`config.mk`:
```
export PLATFORM = sky130hd
export DESIGN_NAME = alu_seq10
export DESIGN_NICKNAME = d
export VERILOG_FILES = /design/src/rtl/alu10_pkg.sv /design/src/rtl/adder10.sv /design/src/rtl/alu_seq10.sv
export SDC_FILE = /design/constraint.sdc
export NUM_CORES = 1
export LEC_CHECK = 0
export ABC_AREA = 1
export CORE_ASPECT_RATIO = 1.4
export CORE_MARGIN = 8
export CORE_UTILIZATION = 55
export CTS_CLUSTER_SIZE = 30
export DETAILED_ROUTE_END_ITERATION = 10
export PLACE_DENSITY = 0.84
export SLEW_MARGIN = 20
export SYNTH_ARGS = -nofsm -noshare
export SYNTH_HDL_FRONTEND = slang
export SYNTH_SLANG_ARGS = --single-unit
```
`constraint.sdc`:
```
create_clock -name clk -period 7.9 [get_ports clk]
set_input_delay 1.58 -clock clk [delete_from_list [all_inputs] [get_ports clk]]
set_output_delay 1.58 -clock clk [all_outputs]
set_load 0.03 [all_outputs]
```
`src/rtl/alu10_pkg.sv`:
```
// Shared opcode, state and width definitions for the alu_seq10 execute stage.
package alu10_pkg;
    localparam int DATA_W = 10;

    localparam logic [2:0] OP_ADD = 3'b000;
    localparam logic [2:0] OP_ADC = 3'b001;
    localparam logic [2:0] OP_SUB = 3'b010;
    localparam logic [2:0] OP_SBB = 3'b011;
    localparam logic [2:0] OP_MUL = 3'b100;

    typedef enum logic [1:0] {
        ST_IDLE = 2'd0,
        ST_ALU  = 2'd1,
        ST_MUL  = 2'd2,
        ST_DONE = 2'd3
    } state_t;
endpackage

```
`src/rtl/adder10.sv`:
```
// 10-bit ripple-carry adder shared by the add/sub and multiply paths.
module adder10 (
    input  logic [9:0] a,
    input  logic [9:0] b,
    input  logic       cin,
    output logic [9:0] sum,
    output logic       cout
);
    logic [10:0] c;

    assign c[0] = cin;

    for (genvar i = 0; i < 10; i++) begin : g_fa
        assign sum[i]  = a[i] ^ b[i] ^ c[i];
        assign c[i+1]  = (a[i] & b[i]) | (c[i] & (a[i] ^ b[i]));
    end

    assign cout = c[10];
endmodule

```
`src/rtl/alu_seq10.sv`:
```
// Sequencing execute stage: single-pass add/sub ops and a shift-add multiply,
// all driven through one adder10, with valid/ready on both sides.
module alu_seq10
    import alu10_pkg::*;
#(
    parameter int DATA_W    = alu10_pkg::DATA_W,
    parameter int OP_W      = 3,
    parameter int MUL_ITERS = DATA_W
) (
    input  logic              clk,
    input  logic              rst_n,
    input  logic              in_valid,
    output logic              in_ready,
    input  logic [OP_W-1:0]   op,
    input  logic [DATA_W-1:0] a,
    input  logic [DATA_W-1:0] b,
    output logic              out_valid,
    input  logic              out_ready,
    output logic [DATA_W-1:0] result,
    output logic [DATA_W-1:0] result_hi,
    output logic              flag_c,
    output logic              flag_z,
    output logic              flag_n,
    output logic              flag_v
);
    localparam int MSB = DATA_W - 1;
    localparam int CNT_W = $clog2(MUL_ITERS);
    localparam logic [CNT_W-1:0] CNT_LAST = CNT_W'(MUL_ITERS - 1);

    state_t state, state_nxt;

    // m_r holds operand B for ALU ops and the multiplier/low product for MUL
    logic [DATA_W-1:0] a_r, m_r, p_r;
    logic [OP_W-1:0]   op_r;
    logic              c_lat;
    logic [CNT_W-1:0]  cnt;

    logic [DATA_W-1:0] add_a, add_b, sum;
    logic              add_cin, cout;
    logic [DATA_W-1:0] p_nxt, m_nxt;
    logic              mul_last;

    adder10 u_adder (
        .a    (add_a),
        .b    (add_b),
        .cin  (add_cin),
        .sum  (sum),
        .cout (cout)
    );

    assign in_ready  = (state == ST_IDLE);
    assign out_valid = (state == ST_DONE);
    assign mul_last  = (cnt == CNT_LAST);
    assign p_nxt     = {cout, sum[MSB:1]};
    assign m_nxt     = {sum[0], m_r[MSB:1]};

    always_comb begin
        add_a   = a_r;
        add_b   = m_r;
        add_cin = 1'b0;
        if (state == ST_MUL) begin
            add_a = p_r;
            add_b = m_r[0] ? a_r : '0;
        end else begin
            case (op_r)
                OP_ADC: add_cin = c_lat;
                OP_SUB: begin add_b = ~m_r; add_cin = 1'b1;  end
                OP_SBB: begin add_b = ~m_r; add_cin = c_lat; end
                default: ;
            endcase
        end
    end

    always_comb begin
        state_nxt = state;
        case (state)
            ST_IDLE: if (in_valid) state_nxt = (op == OP_MUL) ? ST_MUL : ST_ALU;
            ST_ALU:  state_nxt = ST_DONE;
            ST_MUL:  if (mul_last) state_nxt = ST_DONE;
            ST_DONE: if (out_ready) state_nxt = ST_IDLE;
            default: state_nxt = ST_IDLE;
        endcase
    end

    always_ff @(posedge clk or negedge rst_n) begin
        if (!rst_n) state <= ST_IDLE;
        else        state <= state_nxt;
    end

    always_ff @(posedge clk or negedge rst_n) begin
        if (!rst_n) begin
            a_r       <= '0;
            m_r       <= '0;
            p_r       <= '0;
            op_r      <= '0;
            c_lat     <= 1'b0;
            cnt       <= '0;
            result    <= '0;
            result_hi <= '0;
            flag_c    <= 1'b0;
            flag_z    <= 1'b0;
            flag_n    <= 1'b0;
            flag_v    <= 1'b0;
        end else begin
            case (state)
                ST_IDLE: if (in_valid) begin
                    a_r   <= a;
                    m_r   <= b;
                    p_r   <= '0;
                    cnt   <= '0;
                    c_lat <= flag_c;
                    // reserved opcodes fold to ADD at accept
                    op_r  <= (op > OP_MUL) ? OP_ADD : op;
                end
                ST_ALU: begin
                    result    <= sum;
                    result_hi <= '0;
                    flag_c    <= cout;
                    flag_z    <= (sum == '0);
                    flag_n    <= sum[MSB];
                    flag_v    <= (a_r[MSB] == add_b[MSB]) && (sum[MSB] != a_r[MSB]);
                end
                ST_MUL: begin
                    p_r <= p_nxt;
                    m_r <= m_nxt;
                    cnt <= cnt + 1'b1;
                    if (mul_last) begin
                        result    <= m_nxt;
                        result_hi <= p_nxt;
                        flag_c    <= (p_nxt != '0);
                        flag_z    <= (m_nxt == '0);
                        flag_n    <= m_nxt[MSB];
                        flag_v    <= 1'b0;
                    end
                end
                default: ;
            endcase
        end
    end
endmodule

```
### Word-level counts from Yosys, hierarchy flattened

Cells that the tools add are included.

* bits in registers: 64
* input bits: 27
* output and inout port bits: 26
* word-level logic and storage cells: 122

* add/sub/neg operators: 1
* $lt $le $gt $ge: 1
* equal/unequal tests: 13
* mux-type cells: 30
* bitwise logic cells: 51
* reduce and logical (&&, ||, !) cells: 13

Operator list (number)
* two-way mux 10 bit: 8
* one-hot mux 10 bit (2 select lines): 4
* AND 1 bit: 20
* logical NOT 10 bit: 2
* XOR 1 bit: 20
* NOT 10 bit: 1
* bitwise OR 1 bit: 10
* one-hot mux 1 bit (2 select lines): 5
* nonzero test 10 bit: 1
* two-way mux 2 bit: 4
* one-hot mux 2 bit (4 select lines): 1
* one-hot mux 4 bit (2 select lines): 1
* == test 3 x 2 -> 1 bit (second input constant): 2
* AND reduction 2 bit: 3
* two-way mux 1 bit: 5
* adder 4 x 1 -> 4 bit (second input constant): 1
* == test 2 bit (second input constant): 2
* == test 4 bit (second input constant): 1
* two-way mux 4 bit: 1
* inequality test 2 bit (second input constant): 2
* nonzero test 2 bit: 2
* OR reduction 2 bit: 2
* == test 3 x 1 -> 1 bit (second input constant): 1
* == test 3 bit (second input constant): 1
* 9 further kinds: 9

### Longest topological paths before layout

* word-level depth: 28
* depth in mapped cells: 28
* mapped depth without buffers: 26

### Modules after synthesis

A second synthesis with hierarchy kept.

* cell total of the unflattened synthesis: 417
* area, all modules: 3378.2 um^2

Modules (own cells, without submodules)
* alu_seq10: instances 1, cells each 397, area each 3140.5 um^2, seq. area each 1576.5 um^2
* adder10: instances 1, cells each 20, area each 237.7 um^2, seq. area each 0.0 um^2

### Least setup slack after synthesis

No wires, ideal clock.

* kind: reg2reg
* start point: register state[0]
* end point: register flag_v
* setup time: 65 ps
* arrival: 5375 ps
* data required time: 7835 ps
* slack: 2460 ps
* stages on the path, launching flop included: 25
* buffers on the path: 2
* period minus slack after synthesis: 5440 ps
* cells stage by stage: dfrtp_1 -> inv_1 -> ha_1 -> buf_4 -> inv_2 -> buf_2 -> nand3_1 -> o21ai_0 -> fa_1 -> inv_1 -> fa_1 -> fa_1 -> fa_1 -> fa_1 -> fa_1 -> fa_1 -> fa_1 -> inv_1 -> fa_1 -> inv_1 -> fa_1 -> or2_2 -> nand3_1 -> nand3_1 -> nand2_1

* longest elaborated chain between the ends: 25
* elaborated cells on any way between the ends: 50
* those cells by class: eq/ne: 5; mux: 4; bitwise: 38; reduce/logical: 3

Ends and longest elaborated chain
* start: declaration: RTL line alu_seq10.sv:30 `state_t state, state_nxt;`
* start signal: assignment: RTL line alu_seq10.sv:87 `else state <= state_nxt;`
* == test 2 bit: RTL line alu_seq10.sv:61, alu_seq10.sv:105
* two-way mux 10 bit: RTL line alu_seq10.sv:61 `if (state == ST_MUL) begin`
* XOR 1 bit: RTL line adder10.sv:15 `assign c[i+1] = (a[i] & b[i]) | (c[i] & (a[i] ^ b[i]));`
* AND 1 bit: RTL line adder10.sv:15
* bitwise OR 1 bit: RTL line adder10.sv:15
* AND 1 bit: RTL line adder10.sv:15
* bitwise OR 1 bit: RTL line adder10.sv:15
* AND 1 bit: RTL line adder10.sv:15
* (+9 left out)
* AND 1 bit: RTL line adder10.sv:15
* bitwise OR 1 bit: RTL line adder10.sv:15
* AND 1 bit: RTL line adder10.sv:15
* bitwise OR 1 bit: RTL line adder10.sv:15
* XOR 1 bit: RTL line adder10.sv:14 `assign sum[i] = a[i] ^ b[i] ^ c[i];`
* inequality test 1 bit: RTL line alu_seq10.sv:121 `flag_v <= (a_r[MSB] == add_b[MSB]) && (sum[MSB] != a_r[MSB]);`
* logical AND 1 bit: RTL line alu_seq10.sv:121
* one-hot mux 1 bit (2 select lines): RTL line alu_seq10.sv:105 `case (state)`
* end signal: assignment: RTL line alu_seq10.sv:121
* end: declaration: RTL line alu_seq10.sv:24 `output logic flag_v`

Several ways; a longest one is shown, not always the timed one.
A chain may end at the register's enable or synchronous reset.

### Worst setup path in the final report

* start point: register state[0]
* end point: register flag_z

* longest elaborated chain between the ends: 24
* elaborated cells on any way between the ends: 59
* those cells by class: eq/ne: 3; mux: 5; bitwise: 47; reduce/logical: 4

Ends and longest elaborated chain
* == test 2 bit: RTL line alu_seq10.sv:61, alu_seq10.sv:105
* two-way mux 10 bit: RTL line alu_seq10.sv:61
* XOR 1 bit: RTL line adder10.sv:14, adder10.sv:15
* AND 1 bit: RTL line adder10.sv:15
* bitwise OR 1 bit: RTL line adder10.sv:15
* AND 1 bit: RTL line adder10.sv:15
* bitwise OR 1 bit: RTL line adder10.sv:15
* AND 1 bit: RTL line adder10.sv:15
* (+8 left out)
* bitwise OR 1 bit: RTL line adder10.sv:15
* AND 1 bit: RTL line adder10.sv:15
* bitwise OR 1 bit: RTL line adder10.sv:15
* AND 1 bit: RTL line adder10.sv:15
* bitwise OR 1 bit: RTL line adder10.sv:15
* XOR 1 bit: RTL line adder10.sv:14
* logical NOT 10 bit: RTL line alu_seq10.sv:119 `flag_z <= (sum == '0);`
* one-hot mux 1 bit (2 select lines): RTL line alu_seq10.sv:105
* end signal: assignment: RTL line alu_seq10.sv:119
* end signal: assignment: RTL line alu_seq10.sv:131 `flag_z <= (m_nxt == '0);`
* end: declaration: RTL line alu_seq10.sv:22 `output logic flag_z,`

Several ways; a longest one is shown, not always the timed one. The select of a mux whose other input is x is not followed.

==> results by group <==
Yosys
  • Ys flop type: dfrtp_1
  • Syn avg cell area: 8.308 um2
  • Ys async rst share: 100.0%
  • Synth warnings: 0
  • Synth top area share: between 40% and 50%
  • Post-Syn Nets: between 400 and 500
  • EDFF count, synth: 0
  • Seq cells post-synth: between 60 and 70
  • Cell Area, Synth: 0.003348 mm2
  • Area contributors post-synth: dfrtp_1 47%, nand2_1 15%, fa_1 6.0%
  • Sequential area share after synthesis: 47.09%
  • Yosys top cell by area: dfrtp_1
  • Synth Instances: a little over 400
  • Synth cell count leaders: 130 x nand2_1, 63 x dfrtp_1, 37 x o21ai_0
  • Most common cell in the netlist: nand2_1
  • Yosys cell types: 32

Worst hold path
  • Hold Path Class: flop to flop
  • Hold path depth: 2

Status
  • Status: finished, final reports clean

Timing
  • Final setup TNS: 0 ns
  • Clock Skew: about 0.0086 ns
  • Final Setup Violations: 0
  • Max Slew Vio Count: 0
  • Slew margin rel.: between 40% and 50%
  • Tmin final: around 6.5 ns
  • RSZ-0062 raised after global routing: false
  • Fmax: 154.3 MHz
  • Period utilization: around 82%
  • Worst slew pin tran: between 0.8 and 0.9 ns
  • Fin. Hold Viols: 0
  • Worst setup margin: around 1.4 ns

Floorplan
  • Die area: between 0.008 and 0.009 mm2
  • Die width: a little over 80 um
  • Initial Util: between 50% and 60%
  • Core area: 0.005863 mm2
  • IO Pins: 53
  • Die Y-Extent: approximately 110 um
  • Row count: 33

Route
  • Post-route DRC: 0
  • DR iter-0 viols: 258
  • Vias: 2920
  • Routed Antenna Nets: 0
  • Drt pass-1 iters: 5
  • Vias per cell: 5.573
  • Per-cell routed wire length: 16.04 um
  • Detailed Route WL: ~8400 um

Setup path
  • Critical path startpoint category: flop
  • Worst path buffer plus inverter count: 5
  • Crit Path Category: flop to flop
  • Cell mode on critical path: fa_1
  • Critical Path End Type: flop
  • Instance count on the critical path: 26
  • WP data arrival: 6.78 ns
  • Worst-path maximum fanout: 26
  • Worst EP required: about 8 ns
  • Worst path top cell family by delay: adder cells
  • R2r worst-path depth: 26
  • Crit path largest cell delay: about 0.71 ns
  • Slowest CP cell: ha_1

Clock tree
  • Num CTS Buffers: 9
  • Post_cts resized: 0
  • Worst skew pair latency: between 0.3 and 0.4 ns
  • Num Clock Sinks: 63
  • CTS clk-pin slew, worst paths: 0.08 ns
  • CTS H-tree depth: 3
  • CTS tree: yes
  • Cts-stage hold buffer count: 0
  • Clock Path Buffers: 2
  • Setup Buffers After CTS: 0
  • Root Buffer: clkbuf_8

Cells and area
  • Ratio of cells with drive above 1 in the final layout: 6.388%
  • ANT cells: 0
  • Area grow syn2layout: 22.27%
  • Post-route cell area: 0.004094 mm2
  • Nets@finish: 491
  • Final Core Density: roughly 70%

Global routing
  • Met2 Resource Use GR: ~35%
  • Top Usage Layer GRT: met2
  • Pin count of the biggest net entering global routing: 64
  • Initial antenna violation count: 0
  • Global route overflow: 0
  • Vias in the first global route: just over 3000
  • Met3 Track Usage GR: about 4.8%
  • Global routing usage on met1: approximately a quarter
  • GRT Total Usage: about a fifth
  • First-pass GRT wire length: roughly 14000 um

Place
  • Detail Placement HPWL: between 6000 and 7000 um
  • DP Worst Slack: 1.523 ns
  • Port Buffer Count: between 50 and 60
  • Global placement routability congestion: slightly below 0.9
  • Placed inst area: slightly below 0.004 mm2

Job
  • Max-cap violations: 0
==> state kept, by name, summed over array words and instances (netlist names) <==
signal and flops:
a_r 10, c_lat 1, cnt 4, flag_c 1, flag_v 1, flag_z 1
m_r 10, op_r 3, p_r 10, result 10, result_hi 10, state 2
==> per-layer routing <==
metal,wire (um),up-vias
li1,-,1393
met1,3280,1386
met2,4380,117
met3,537,24
met4,203,0
met5,0,-
==> worst reg2reg max path: cells and delay by family (launching register included) <==
family | cells | cell delay [ns]
flip-flops | 1 | 0.40
buffers and inverters | 5 | 0.66
AO/OA/AOI/OAI | 2 | 0.36
adder cells (fa/ha/maj) | 11 | 4.37
AND/OR/NAND/NOR | 8 | 0.63
==> logic make-up after synthesis <==
logic type | Yosys count | share of synthesized area (%)
AOI/OAI and AO/OA | 80 | 13.71
xor gates and xnor gates | 8 | 2.093
adders and majority gates | 15 | 7.847
buffers and inverters | 54 | 7.100
DFF | 63 | 47.09
muxes | 2 | 0.5979
and+or+nand+nor | 181 | 21.56
==> layout by cell type, fill, tap and decap left out, types with 9 or more instances in the layout <==
master / instances
nand3_1: 19
dfrtp_1: 63
o21ai_1: 9
nand2_1: 130
clkdlybuf4s50_1: 51
clkbuf_8: 10
inv_1: 32
nor2_1: 24
o21ai_0: 37
fa_1: 10
==> area by class of cell <==
type	count	area (um2)
Clock buffer	10	137.6
Sequential cell	63	1577
Tap cell	70	87.58
Inverter	34	127.6
Multi-Input combinational cell	286	1534
Timing Repair Buffer	55	538.0
Clock inverter	6	92.59
Fill cell	489	1769
==> per-stage QoR <==
step	cells	hold WS [ns]
global route	524	0.5239
global placement	508	0.4563
CTS	524	0.4939
finish	524	0.4895
detailed placement	508	0.4770
floorplan	403	0.4422
==> path summary, 6_finish.rpt <==
path                              start           end  slack, ns
max                            state[0]        flag_z       1.42
min                        result_hi[2]  result_hi[2]       0.49
max reg2reg                    state[0]        flag_z       1.42
min reg2reg                result_hi[2]  result_hi[2]       0.49
max in group asynchronous         rst_n        m_r[7]       5.99
min in group asynchronous         rst_n        a_r[4]       1.39
Power is left out: the tool's default activity adds up to more than one toggle a clock period on the data nets, which glitch-free logic cannot reach.
